$ cat config.mk
export PLATFORM = sky130hd
export DESIGN_NAME = rom_arbiter
export DESIGN_NICKNAME = d
export VERILOG_FILES = /design/src/rtl/rom_arbiter.sv
export SDC_FILE = /design/constraint.sdc
export NUM_CORES = 1
export LEC_CHECK = 0
export CORE_UTILIZATION = 40
export CTS_CLUSTER_SIZE = 25
export DETAILED_ROUTE_END_ITERATION = 6
export PLACE_DENSITY = 0.77
export SLEW_MARGIN = 40
export SYNTH_ARGS = -nofsm -noshare
export SYNTH_HDL_FRONTEND = slang
export SYNTH_SLANG_ARGS = --single-unit
$ cat constraint.sdc
create_clock -name clk -period 6.1 [get_ports clk]
set_clock_uncertainty 0.05 [all_clocks]
set_input_delay 1.22 -clock clk [delete_from_list [all_inputs] [get_ports clk]]
set_output_delay 1.22 -clock clk [all_outputs]
set_load 0.05 [all_outputs]
$ cat src/rtl/rom_arbiter.sv
// ============================================================================
//  Module      : rom_arbiter
//  Description : Round-robin burst arbiter sharing one synchronous-read ROM
//                (1-cycle latency) among NUM_REQ requesters; tags read data
//                back to the owning requester.
//  Revision    : 1.0 - initial release
// ============================================================================
`default_nettype none

module rom_arbiter #(
    parameter int NUM_REQ    = 2,
    parameter int ADDR_WIDTH = 9,
    parameter int DATA_WIDTH = 8,
    parameter int LEN_WIDTH  = 4
) (
    input  logic                          clk,
    input  logic                          rst,
    input  logic [NUM_REQ-1:0]            req,
    input  logic [NUM_REQ*ADDR_WIDTH-1:0] addr,
    input  logic [NUM_REQ*LEN_WIDTH-1:0]  len,
    output logic [NUM_REQ-1:0]            gnt,
    output logic [NUM_REQ-1:0]            rvalid,
    output logic                          rlast,
    output logic [DATA_WIDTH-1:0]         rdata,
    output logic                          busy,
    output logic [ADDR_WIDTH-1:0]         rom_raddr,
    input  logic [DATA_WIDTH-1:0]         rom_q
);

    localparam int                 c_IDX_W = (NUM_REQ > 2) ? 2 : 1;
    localparam logic [c_IDX_W:0]   c_NUM   = (c_IDX_W+1)'(NUM_REQ);
    localparam logic [NUM_REQ-1:0] c_ONE   = {{(NUM_REQ-1){1'b0}}, 1'b1};

    typedef enum logic [0:0] {
        ST_IDLE  = 1'b0,
        ST_BURST = 1'b1
    } state_t;

    state_t                 r_state;
    state_t                 w_state_nxt;
    logic [c_IDX_W-1:0]     r_owner;
    logic [c_IDX_W-1:0]     r_ptr;
    logic [ADDR_WIDTH-1:0]  r_cur_addr;
    logic [LEN_WIDTH-1:0]   r_remaining;
    logic [NUM_REQ-1:0]     r_rvalid;
    logic                   r_rlast;

    logic [ADDR_WIDTH-1:0]  w_addr_arr [NUM_REQ];
    logic [LEN_WIDTH-1:0]   w_len_arr  [NUM_REQ];
    logic                   w_found;
    logic [c_IDX_W-1:0]     w_winner;
    logic [c_IDX_W-1:0]     w_idx;
    logic                   w_issue;
    logic                   w_last;
    logic                   w_load;
    logic [c_IDX_W-1:0]     w_issue_owner;
    logic [ADDR_WIDTH-1:0]  w_raddr;
    logic [NUM_REQ-1:0]     w_gnt;

    // Index addition modulo NUM_REQ (NUM_REQ need not be a power of two).
    function automatic logic [c_IDX_W-1:0] f_mod_add(
        input logic [c_IDX_W-1:0] a,
        input logic [c_IDX_W-1:0] b
    );
        logic [c_IDX_W:0] s;
        s = {1'b0, a} + {1'b0, b};
        if (s >= c_NUM) begin
            s = s - c_NUM;
        end
        return s[c_IDX_W-1:0];
    endfunction

    generate
        for (genvar gi = 0; gi < NUM_REQ; gi++) begin : g_unpack
            assign w_addr_arr[gi] = addr[gi*ADDR_WIDTH +: ADDR_WIDTH];
            assign w_len_arr[gi]  = len[gi*LEN_WIDTH +: LEN_WIDTH];
        end
    endgenerate

    // First asserted request scanning from the round-robin pointer.
    always_comb begin
        w_found  = 1'b0;
        w_winner = '0;
        w_idx    = '0;
        for (int k = 0; k < NUM_REQ; k++) begin
            w_idx = f_mod_add(r_ptr, c_IDX_W'(k));
            if (!w_found && req[w_idx]) begin
                w_found  = 1'b1;
                w_winner = w_idx;
            end
        end
    end

    always_comb begin
        w_state_nxt   = r_state;
        w_issue       = 1'b0;
        w_last        = 1'b0;
        w_load        = 1'b0;
        w_issue_owner = r_owner;
        w_raddr       = '0;
        w_gnt         = '0;
        if (!rst) begin
            case (r_state)
                ST_IDLE: begin
                    if (w_found) begin
                        w_gnt         = c_ONE << w_winner;
                        w_raddr       = w_addr_arr[w_winner];
                        w_issue       = 1'b1;
                        w_load        = 1'b1;
                        w_issue_owner = w_winner;
                        if (w_len_arr[w_winner] == '0) begin
                            w_last = 1'b1;
                        end else begin
                            w_state_nxt = ST_BURST;
                        end
                    end
                end
                ST_BURST: begin
                    w_raddr = r_cur_addr;
                    w_issue = 1'b1;
                    if (r_remaining == LEN_WIDTH'(1)) begin
                        w_last      = 1'b1;
                        w_state_nxt = ST_IDLE;
                    end
                end
                default: w_state_nxt = ST_IDLE;
            endcase
        end
    end

    always_ff @(posedge clk) begin
        if (rst) begin
            r_state     <= ST_IDLE;
            r_ptr       <= '0;
            r_owner     <= '0;
            r_cur_addr  <= '0;
            r_remaining <= '0;
            r_rvalid    <= '0;
            r_rlast     <= 1'b0;
        end else begin
            r_state  <= w_state_nxt;
            r_rvalid <= w_issue ? (c_ONE << w_issue_owner) : '0;
            r_rlast  <= w_last;
            if (w_load) begin
                r_owner     <= w_winner;
                r_cur_addr  <= w_addr_arr[w_winner] + ADDR_WIDTH'(1);
                r_remaining <= w_len_arr[w_winner];
                r_ptr       <= f_mod_add(w_winner, c_IDX_W'(1));
            end else if (r_state == ST_BURST) begin
                // Address counter wraps naturally past the top of the ROM.
                r_cur_addr  <= r_cur_addr + ADDR_WIDTH'(1);
                r_remaining <= r_remaining - LEN_WIDTH'(1);
            end
        end
    end

    assign gnt       = w_gnt;
    assign rom_raddr = w_raddr;
    assign rvalid    = r_rvalid;
    assign rlast     = r_rlast;
    assign busy      = (r_state == ST_BURST);
    assign rdata     = rom_q;

endmodule

`default_nettype wire
After elaboration in Yosys (flattened, before gate mapping)
Index checks and enable logic that the tools add are counted.
{ "op_classes": {"add_sub_neg": 8, "multipliers": 0, "div_mod_pow": 0, "n_lt_le_gt_ge": 6, "eq_ne": 1, "n_shift": 2, "mux": 43, "n_bitwise": 3, "n_reduce_logical": 5} }
{ "op_table": {"columns": ["operator", "count"], "rows": [
  ["9-bit 2-to-1 mux", 7],
  ["1-bit 2-to-1 mux", 24],
  ["4-bit 2-to-1 mux", 5],
  ["9-bit by 1-bit adder with 9-bit output, second input constant", 2],
  ["9-bit one-hot mux with 2 select lines", 1],
  ["2-bit greater-or-equal comparator, second input constant", 3],
  ["2-bit 2-to-1 mux", 3],
  ["1-bit one-hot mux with 2 select lines", 3],
  ["1-bit by 1-bit adder with 2-bit output, second input constant", 2],
  ["4-bit by 1-bit == test with 1-bit output, second input constant", 1],
  ["4-bit logical NOT", 1],
  ["1-bit by 2-bit less-than comparator with 1-bit output, second input constant", 2],
  ["1-bit by 1-bit left shift with 2-bit output, first input constant", 2],
  ["4-bit by 1-bit subtractor with 4-bit output, second input constant", 1],
  ["1-bit subtractor, second input constant", 3],
  ["1-bit by 2-bit greater-or-equal comparator with 1-bit output, second input constant", 1],
  ["1-bit inverter", 2],
  ["1-bit inverter with 2-bit output", 1],
  ["2-bit nonzero test", 1],
  ["2-bit OR reduction", 1],
  ["1-bit logical AND", 1],
  ["1-bit logical NOT", 1]
]} }
{ "totals": {"reg_bits": 19, "latchBits": 0, "ram_bits": 0, "rom_bits": 0, "in_bits": 38, "out_inout_bits": 23, "word_cells": 75, "n_memories": 0} }

Depth between registers and ports, before layout
Gate-level depths: netlist of run 1.
{ "depth": {"ltp_word": 16, "depth_mapped": 9, "ltp_nobuf": 8} }

Worst setup path before layout of run 1
OpenSTA, ideal clock, no wires.
{ "synth_path": {"path_type": "input to output", "startpoint": "input req[1]", "endpoint": "output rom_raddr[1]", "arrival_ns": 3.543, "required_time_ns": 4.830, "path_slack_ns": 1.287, "cell_stages": 4, "n_path_buf": 2, "path_cell_list": "buf_2 -> clkbuf_1 -> a211oi_1 -> a221o_1"} }
{ "synth_between": {"elab_chain_cells": 13, "elab_cells_between_ends": 17, "classes_between": "mux: 14; bitwise: 1; reduce/logical: 2"} }
{ "synth_rtl": {"columns": ["item", "line", "source"], "rows": [
  ["start, declared", "18", "input logic [NUM_REQ-1:0] req,"],
  ["1-bit 2-to-1 mux (implied by the code) (2 in a row)", "87", "if (!w_found && req[w_idx]) begin"],
  ["1-bit 2-to-1 mux", "87", null],
  ["1-bit logical NOT", "87", null],
  ["1-bit logical AND", "87", null],
  ["1-bit 2-to-1 mux", "87", null],
  ["1-bit inverter with 2-bit output (implied by the code)", "107", "w_raddr = w_addr_arr[w_winner];"],
  ["9-bit 2-to-1 mux (implied by the code) (3 in a row)", "107", null],
  ["9-bit 2-to-1 mux *", "105", "if (w_found) begin"],
  ["9-bit one-hot mux with 2 select lines *", "103", "case (r_state)"],
  ["9-bit 2-to-1 mux *", "102", "if (!rst) begin"],
  ["end, declared", "26", "output logic [ADDR_WIDTH-1:0] rom_raddr,"]
]} }
Mark *: on every way between the ends. The rest lies on a longest branch, timed or not. The select of a mux whose other input is x is not followed.

Worst setup path after layout of run 1
{ "layout_path": {"startpoint": "input rst", "endpoint": "output rom_raddr[2]"} }
{ "layout_between": {"elab_chain_cells": 1} }
{ "layout_rtl": {"columns": ["item", "line", "source"], "rows": [
  ["start, declared", "17", "input logic rst,"],
  ["9-bit 2-to-1 mux", "102", null]
]} }
No other way between the ends.

==> flow_metrics.py, run 1 <==
metrics = {
    "synth": {
        "synth_ff_type": "dfxtp_1",
        "ys_types": 55,
        "synthesis.nets": 224,
        "synth.largest_area_cell": "dfxtp_1",
        "synthArstFlopShare_pct": 0,
        "ys_seq_area_share_pct": 26.6,
        "synth-edff-count": 0,
        "yosys_warnings": 0,
        "postSynthCellCount": 183,
        "netlist_area_um2": 1430,
        "syn_area_per_cell_um2": 7.83,
        "synth_top_area_share_pct": 26.6,
        "synth_area_leaders": "dfxtp_1, nand2_1, nor2_1",
        "ys_seq_elements": 19,
    },
    "clock_network": {
        "cts_buffer_depth": 2,
        "cts_tree": "done",
        "cts.sink_count": 19,
        "clockRootBuffer": "clkbuf_4",
        "post-cts-setup-buffer-count": 0,
        "htree_levels": 1,
        "cts.reportedPaths.clkPinSlew_ns": 0.12,
        "worstSkewPairLatency_ns": 0.31,
        "cts-buffers-inserted": 3,
        "ctsHoldBuffers": 0,
        "ctsResizeCount": 0,
    },
    "die": {
        "die_area_um2": 3820,
        "die_w_um": 61.8,
        "io_pins": 61,
        "initial_utilization_pct": 42.3,
        "die_h_um": 61.8,
        "rows": 21,
        "core_area_um2": 3390,
    },
    "cells_and_area": {
        "antennaDiodeCount": 0,
        "area_growth_pct": 30.6,
        "utilization_pct": 55.2,
        "final_area_um2": 1870,
        "drive_above_1_share_pct": 8.33,
        "nNetsFinal": 258,
    },
    "sta": {
        "finalCriticalPeriod_ns": 5.10,
        "drv_slew": 0,
        "maxSlewHeadroom_pct": 54.3,
        "whs_ns": 0.470,
        "fin_crit_sh_pct": 83.6,
        "grt_setup_unrepaired": "no",
        "worst_pin_slew_ns": 0.683,
        "setup_violations": 0,
        "setup-tns-final_ns": 0,
        "fin_ws_ns": 0.998,
        "clock.fmax_ghz": 0.196,
        "finalHoldViolCount": 0,
    },
    "worst_setup_path": {
        "critical-path-max-stage-delay_ns": 0.80,
        "crit_type": "input port to output port",
        "reg2regPathDepth": 8,
        "crit_fanout": 10,
        "path_buf_inv": 2,
        "critPathLaunchType": "input port",
        "worstPathCellList": "clkdlybuf4s50_1 -> or2_1 -> a2111oi_1 -> a211o_1 -> clkdlybuf4s50_1",
        "cp_num_cells": 5,
        "reg2reg_slack_ns": 3.12,
        "crit_arrival_ns": 3.83,
        "cp_top_family": "buffers and inverters",
        "slowest_stage": "clkdlybuf4s50_1",
        "r2r_start": "busy",
        "critPathCaptureType": "output port",
        "crit_required_ns": 4.83,
        "crit_top_cell": "clkdlybuf4s50_1",
        "r2r_end": "r_cur_addr[8]",
    },
    "place": {
        "dp_hpwl_um": 2870,
        "port_buffers": 44,
        "dp_slack_ns": 1.06,
        "gp_congestion": 0.883,
        "placed_cell_area_um2": 1840,
    },
    "pwr": {
        "power_density_nw_per_um2": 219,
        "power_switching_uw": 166,
        "netSwitchingFraction_pct": 40.4,
        "leakage_nw": 0.708,
        "combPwrFrac_pct": 45.4,
        "power_frac_clock_pct": 16.7,
        "p_int_uw": 244,
        "seq_power_share_pct": 37.8,
        "ir_worst_vdd_uv": 175,
    },
    "global_route": {
        "grt_pass1_vias": 1280,
        "grt_pass1_wl_um": 5970,
        "grtUsageTotal_pct": 21.3,
        "antenna_found_initial": 0,
        "overflow": 0,
        "grt_max_degree": 19,
    },
    "min_path": {
        "holdPathStages": 2,
        "hold_end": "r_owner",
        "hold_path.class": "register to register",
        "hold_start": "r_owner",
    },
    "drt": {
        "ant_nets": 0,
        "drc_errors": 0,
        "drtIter0Drc": 88,
        "first_pass_iters": 4,
        "totalWireLength_um": 3910,
        "routedWlPerCell_um": 14.9,
        "via_per_inst": 5.71,
        "vias": 1497,
    },
    "flow_run": {
        "drv_cap": 0,
    },
    "status": {
        "status": "finished, final reports clean",
    },
}
-- worst min-delay path: cells and delay by family, from the launching register on --
family          cells  cell delay [ns]
compound gates      1             0.08
flops               1             0.33
simple gates        1             0.08
-- area by class of cell --
cell class	count	area [µm²]
clock buffers	3	22.5
clock inverters	1	5.00
fillers	308	1520
inverters	6	22.5
multi-input cells	140	920
flip-flops and latches	19	380
well taps	46	57.6
repair buffers	47	463
-- layer usage --
layer,vias to the layer above,track usage (%),wire length (µm),share of wire (%)
met3,4,3.93,235,6.0
met1,688,28.8,1810,46
met2,54,34.9,1830,47
li1,751,-,-,-
met5,-,0,0,0
met4,0,5.71,32,0.82
-- cells by family after synthesis --
family | Yosys count | synth area share, %
adder cells (fa/ha/maj) | 3 | 2.62
flip-flops | 19 | 26.5
AO/OA/AOI/OAI | 60 | 32.1
buffers and inverters | 24 | 9.26
multiplexers | 5 | 3.49
XOR/XNOR | 4 | 2.45
AND/OR/NAND/NOR | 68 | 23.6
-- sequential cells by signal (all words and copies together) (netlist names) --
| name | count |
|---|---|
| rvalid | 2 |
| r_remaining | 4 |
| r_cur_addr | 9 |
| r_owner | 1 |
| rlast | 1 |
| r_ptr | 1 |
| busy | 1 |
-- worst max path at each step --
stage | start | to | slack, ns
after detailed placement | rst | rom_raddr[2] | 1.06
after global placement | rst | rom_raddr[2] | 1.08
final | rst | rom_raddr[2] | 1.0
after CTS | rst | rom_raddr[2] | 1.05
after floorplan | req[1] | rom_raddr[1] | 1.29
after global routing | rst | rom_raddr[2] | 0.91
-- placed cells by master, fill, tap and decap left out, types with 2 or more instances in the layout --
cell type	instances
and4_1	2
a311o_1	3
clkdlybuf4s50_1	44
inv_1	5
o21ai_0	8
a211oi_1	4
a21oi_1	11
xnor2_1	3
nor4_1	4
o221a_2	2
or3_1	2
ha_1	3
nor3b_1	2
a32o_2	2
nor3_1	5
buf_4	3
o21a_1	2
nand3_1	2
mux2i_1	5
nor2_1	20
dfxtp_1	19
o22ai_1	2
a21boi_0	2
o22a_1	2
nand2_1	21
a311oi_1	3
a22o_1	2
a221o_1	2
clkbuf_4	3
or2_1	2
a31oi_1	2
-- Yosys cell counts, types with 4 or more instances --
cell type / count
clkbuf_1: 5
buf_4: 8
a21oi_1: 11
buf_2: 4
inv_1: 5
a211oi_1: 4
dfxtp_1: 19
nor4_1: 4
nor3_1: 5
mux2i_1: 5
nor2_1: 20
nand2_1: 21
o21ai_0: 8
-- stage by stage --
stage | std cells | power (mW)
finish | 262 | 0.410
global route | 262 | 0.432
CTS | 262 | 0.410
detailed placement | 258 | 0.342
global placement | 258 | 0.341
floorplan | 183 | 0.298
-- power by group through the flow --
stage          registers, mW  clock network [mW]  logic [mW]
6_report               0.155              0.0686       0.186
3_5_place_dp           0.158                   0       0.185
3_3_place_gp           0.157                   0       0.184
4_1_cts                0.155              0.0697       0.186
2_1_floorplan          0.160                   0       0.138
5_1_grt                0.157              0.0749       0.201
(Power assumes the default switching activity.)
==> run 2, diff against run 1 <==
==> constraint.sdc (replaced) <==
create_clock -name clk -period 5.1 [get_ports clk]
set_clock_uncertainty 0.05 [all_clocks]
set_input_delay 1.02 -clock clk [delete_from_list [all_inputs] [get_ports clk]]
set_output_delay 1.02 -clock clk [all_outputs]
set_load 0.05 [all_outputs]
==> flow_metrics.py, run 2 (synthesis results as in run 1) <==
metrics = {
    "sta": {
        "setup-tns-final_ns": 0,
        "setup_violations": 0,
        "grt_setup_unrepaired": "no",
        "fin_ws_ns": 0.769,
        "fin_crit_sh_pct": 84.9,
        "finalHoldViolCount": 0,
        "worst_pin_slew_ns": 0.581,
        "maxSlewHeadroom_pct": 61.2,
        "clock.fmax_ghz": 0.231,
        "finalCriticalPeriod_ns": 4.33,
        "drv_slew": 0,
    },
    "die": {
        "rows": 21,
        "io_pins": 61,
        "core_area_um2": 3390,
        "initial_utilization_pct": 42.3,
        "die_area_um2": 3820,
        "die_w_um": 61.8,
        "die_h_um": 61.8,
    },
    "clock_network": {
        "post-cts-setup-buffer-count": 0,
        "cts_buffer_depth": 2,
        "cts.sink_count": 19,
        "ctsHoldBuffers": 0,
        "cts.reportedPaths.clkPinSlew_ns": 0.12,
        "worstSkewPairLatency_ns": 0.31,
        "cts-buffers-inserted": 3,
        "cts_tree": "done",
        "htree_levels": 1,
        "ctsResizeCount": 0,
        "clockRootBuffer": "clkbuf_4",
    },
    "worst_setup_path": {
        "crit_arrival_ns": 3.26,
        "crit_required_ns": 4.03,
        "crit_top_cell": "clkdlybuf4s50_1",
        "worstPathCellList": "clkdlybuf4s50_1 -> or2_1 -> a211oi_1 -> clkdlybuf4s50_1",
        "r2r_end": "r_cur_addr[8]",
        "reg2regPathDepth": 7,
        "critPathCaptureType": "output port",
        "critPathLaunchType": "input port",
        "critical-path-max-stage-delay_ns": 0.88,
        "crit_fanout": 9,
        "slowest_stage": "clkdlybuf4s50_1",
        "reg2reg_slack_ns": 2.12,
        "crit_type": "input port to output port",
        "r2r_start": "busy",
    },
    "pwr": {
        "netSwitchingFraction_pct": 40.7,
        "combPwrFrac_pct": 45.5,
        "p_int_uw": 291,
        "power_frac_clock_pct": 16.6,
        "power_switching_uw": 200,
        "power_density_nw_per_um2": 264,
        "seq_power_share_pct": 37.8,
        "ir_worst_vdd_uv": 177,
        "leakage_nw": 0.725,
    },
    "cells_and_area": {
        "area_growth_pct": 29.9,
        "top_register": "r_cur_addr",
        "final_cell_mix": "clkdlybuf4s50_1, nand2_1, nor2_1, dfxtp_1",
        "nNetsFinal": 259,
        "drive_above_1_share_pct": 12.0,
        "antennaDiodeCount": 0,
        "layout_commonest_cell": "clkdlybuf4s50_1",
        "largest_reg_flops": 9,
    },
    "global_route": {
        "grt_max_degree": 18,
        "antenna_found_initial": 0,
        "overflow": 0,
        "grt_pass1_wl_um": 6370,
        "grt_pass1_vias": 1426,
        "grtUsageTotal_pct": 22.5,
    },
    "place": {
        "port_buffers": 44,
        "dp_slack_ns": 0.791,
        "gp_congestion": 0.881,
        "dp_hpwl_um": 3000,
    },
    "status": {
        "status": "finished, final reports clean",
    },
    "drt": {
        "vias": 1543,
        "drtIter0Drc": 72,
        "via_per_inst": 5.87,
        "routedWlPerCell_um": 15.3,
        "drc_errors": 0,
        "first_pass_iters": 4,
        "ant_nets": 0,
        "totalWireLength_um": 4020,
    },
    "min_path": {
        "holdPathStages": 2,
        "hold_path.class": "register to register",
        "hold_start": "r_cur_addr[2]",
        "hold_end": "r_cur_addr[2]",
    },
    "flow_run": {
        "drv_cap": 0,
    },
}
[run 2: cell count changes in the layout (fill, tap and decap cells not counted)]
cell	change
clkdlybuf4s50_1	-7
buf_4	+8
[run 2: critical path, delay by kind of cell]
family	cells	cell delay, ns
compound gates	1	0.39
simple gates	1	0.40
buf+inv	2	1.45
[run 2: how the worst max path moves through the flow]
stage / startpoint / to / slack [ns] / depth (start not counted)
2_1_floorplan: req[1] / rom_raddr[1] / 0.69 / 4
3_3_place_gp: rst / gnt[0] / 0.79 / 4
3_5_place_dp: rst / gnt[0] / 0.79 / 4
4_1_cts: rst / gnt[0] / 0.79 / 4
5_1_grt: rst / gnt[0] / 0.66 / 4
6_report: rst / gnt[0] / 0.77 / 4
[run 2: final cells by class]
class	instances	area [µm²]
Fill cell	318	1530
Multi-Input combinational cell	140	920
Timing Repair Buffer	48	453
Sequential cell	19	380
Tap cell	46	57.6
Clock buffer	3	22.5
Inverter	6	22.5
Clock inverter	1	5.00
[run 2: power groups by stage]
| stage | sequential (mW) | clock (mW) | combinational, mW |
|---|---|---|---|
| 2_1_floorplan | 0.191 | 0 | 0.165 |
| 3_3_place_gp | 0.188 | 0 | 0.218 |
| 3_5_place_dp | 0.188 | 0 | 0.221 |
| 4_1_cts | 0.185 | 0.0824 | 0.222 |
| 5_1_grt | 0.188 | 0.0888 | 0.242 |
| 6_report | 0.186 | 0.0816 | 0.223 |
[run 2: metrics by stage]
| step | cells | utilization [%] | hold WS, ns | cell area, µm² | power, mW |
|---|---|---|---|---|---|
| 2_1_floorplan | 183 | - | 0.412 | 1430 | 0.356 |
| 3_3_place_gp | 259 | 54.1 | 0.428 | 1830 | 0.406 |
| 3_5_place_dp | 259 | 54.1 | 0.442 | 1830 | 0.409 |
| 4_1_cts | 263 | 54.9 | 0.463 | 1860 | 0.489 |
| 5_1_grt | 263 | 54.9 | 0.498 | 1860 | 0.519 |
| 6_report | 263 | 54.9 | 0.466 | 1860 | 0.490 |
[run 2: metal layers]
metal	up-vias	routed length, µm	GRT usage, %
met5	-	0	0
met4	0	13	4.13
met3	4	191	4.97
met2	49	1960	40.1
met1	736	1850	28.0
li1	754	-	-
==> run 3, diff against run 2 <==
--- a/config.mk
+++ b/config.mk
@@ -5,7 +5,7 @@
 export SDC_FILE = /design/constraint.sdc
 export NUM_CORES = 1
 export LEC_CHECK = 0
-export CORE_UTILIZATION = 40
+export CORE_UTILIZATION = 38
 export CTS_CLUSTER_SIZE = 25
 export DETAILED_ROUTE_END_ITERATION = 6
 export PLACE_DENSITY = 0.77
==> constraint.sdc (replaced) <==
create_clock -name clk -period 3.8 [get_ports clk]
set_clock_uncertainty 0.05 [all_clocks]
set_input_delay 0.76 -clock clk [delete_from_list [all_inputs] [get_ports clk]]
set_output_delay 0.76 -clock clk [all_outputs]
set_load 0.05 [all_outputs]
==> flow_metrics.py, run 3 (synthesis results as in run 1) <==
metrics = {
    "drt": {
        "vias": 1573,
        "routedWlPerCell_um": 15.3,
        "drc_errors": 0,
        "totalWireLength_um": 4080,
        "via_per_inst": 5.91,
        "first_pass_iters": 6,
        "drtIter0Drc": 112,
        "ant_nets": 0,
    },
    "cells_and_area": {
        "fillers": 318,
        "final_area_um2": 2030,
        "final_cell_mix": "clkdlybuf4s50_1, nand2_1, nor2_1, dfxtp_1",
        "antennaDiodeCount": 0,
        "layout_commonest_cell": "clkdlybuf4s50_1",
        "nNetsFinal": 262,
        "top_register": "r_cur_addr",
        "largest_reg_flops": 9,
        "area_growth_pct": 42.0,
        "drive_above_1_share_pct": 15.5,
    },
    "clock_network": {
        "cts_tree": "done",
        "cts.sink_count": 19,
        "ctsResizeCount": 0,
        "worstSkewPairLatency_ns": 0.26,
        "cts.reportedPaths.clkPinSlew_ns": 0.08,
        "cts_buffer_depth": 2,
        "cts-buffers-inserted": 3,
        "clockRootBuffer": "clkbuf_8",
        "post-cts-setup-buffer-count": 0,
        "ctsHoldBuffers": 0,
        "htree_levels": 1,
    },
    "pwr": {
        "leakage_nw": 0.791,
        "power_density_nw_per_um2": 359,
        "ir_worst_vdd_uv": 206,
    },
    "die": {
        "die_area_um2": 4020,
        "rows": 21,
        "initial_utilization_pct": 41.3,
        "io_pins": 61,
        "core_area_um2": 3470,
        "die_w_um": 63.4,
        "die_h_um": 63.4,
    },
    "place": {
        "port_buffers": 44,
        "dp_hpwl_um": 3120,
        "placed_cell_area_um2": 1990,
        "gp_congestion": 0.932,
    },
    "sta": {
        "grt_setup_unrepaired": "no",
        "setup_violations": 0,
        "maxSlewHeadroom_pct": 60.7,
        "clock.fmax_ghz": 0.284,
        "finalHoldViolCount": 0,
        "finalCriticalPeriod_ns": 3.52,
        "drv_slew": 0,
        "setup-tns-final_ns": 0,
        "fin_crit_sh_pct": 92.6,
        "worst_pin_slew_ns": 0.588,
    },
    "worst_setup_path": {
        "r2r_end": "r_cur_addr[8]",
        "critPathLaunchType": "input port",
        "critPathCaptureType": "output port",
        "crit_arrival_ns": 2.71,
        "reg2reg_slack_ns": 0.98,
        "r2r_start": "busy",
        "crit_end": "rom_raddr[7]",
        "crit_fanout": 10,
        "crit_type": "input port to output port",
        "setup.worst_path.start": "req[1]",
        "crit_required_ns": 2.99,
        "reg2regPathDepth": 8,
    },
    "flow_run": {
        "drv_cap": 0,
    },
    "status": {
        "status": "finished, final reports clean",
    },
    "global_route": {
        "grt_pass1_vias": 1430,
        "grt_pass1_wl_um": 6760,
        "antenna_found_initial": 0,
        "grt_max_degree": 21,
        "overflow": 0,
        "grtUsageTotal_pct": 21.2,
    },
    "min_path": {
        "hold_path.class": "register to register",
    },
}
==> run 3: final cells by class <==
type / instances / area [µm²] / area share, %
clock buffer: 3 / 41.3 / 2.03
inverter: 6 / 22.5 / 1.11
clock inverter: 1 / 5.00 / 0.246
sequential: 19 / 380 / 18.7
timing repair buffer: 51 / 603 / 29.6
multi-input combinational: 140 / 925 / 45.4
tap: 46 / 57.6 / 2.83
==> run 3: through the flow <==
step	total power, mW	worst slack, ns	hold WS, ns	cells	utilization [%]
4_1_cts	0.731	0.302	0.460	266	58.7
5_1_grt	0.776	0.143	0.489	266	58.7
2_1_floorplan	0.479	0.291	0.412	183	-
3_5_place_dp	0.587	0.231	0.448	262	57.3
3_3_place_gp	0.584	0.303	0.429	262	57.3
6_report	0.731	0.281	0.460	266	58.7
==> run 3: how the worst min path moves through the flow <==
stage | from | end | cells after the start
2_1_floorplan | r_owner | r_owner | 2
4_1_cts | r_cur_addr[2] | r_cur_addr[2] | 2
3_3_place_gp | r_owner | r_owner | 2
3_5_place_dp | r_cur_addr[2] | r_cur_addr[2] | 2
5_1_grt | r_cur_addr[2] | r_cur_addr[2] | 2
6_report | r_cur_addr[1] | r_cur_addr[1] | 2
==> run 3: metal layers <==
metal	up-vias	GRT usage [%]	routed length, µm
met5	-	0	0
met4	0	8.52	65
li1	756	-	-
met3	9	5.25	357
met1	719	26.3	1680
met2	89	34.6	1980
==> run 3: worst max-delay path, cell delays in order <==
cell and delay [ns]:
clkdlybuf4s50_1 0.66, buf_4 0.23, and2_1 0.37, mux2i_1 0.15, o21ai_0 0.34, buf_12 0.19
==> run 3: power breakdown <==
group | total (mW) | internal, mW | switching (mW)
logic | 0.337 | 0.155 | 0.182
registers | 0.249 | 0.224 | 0.0250
clock network | 0.145 | 0.0730 | 0.0719
total | 0.731 | 0.453 | 0.279
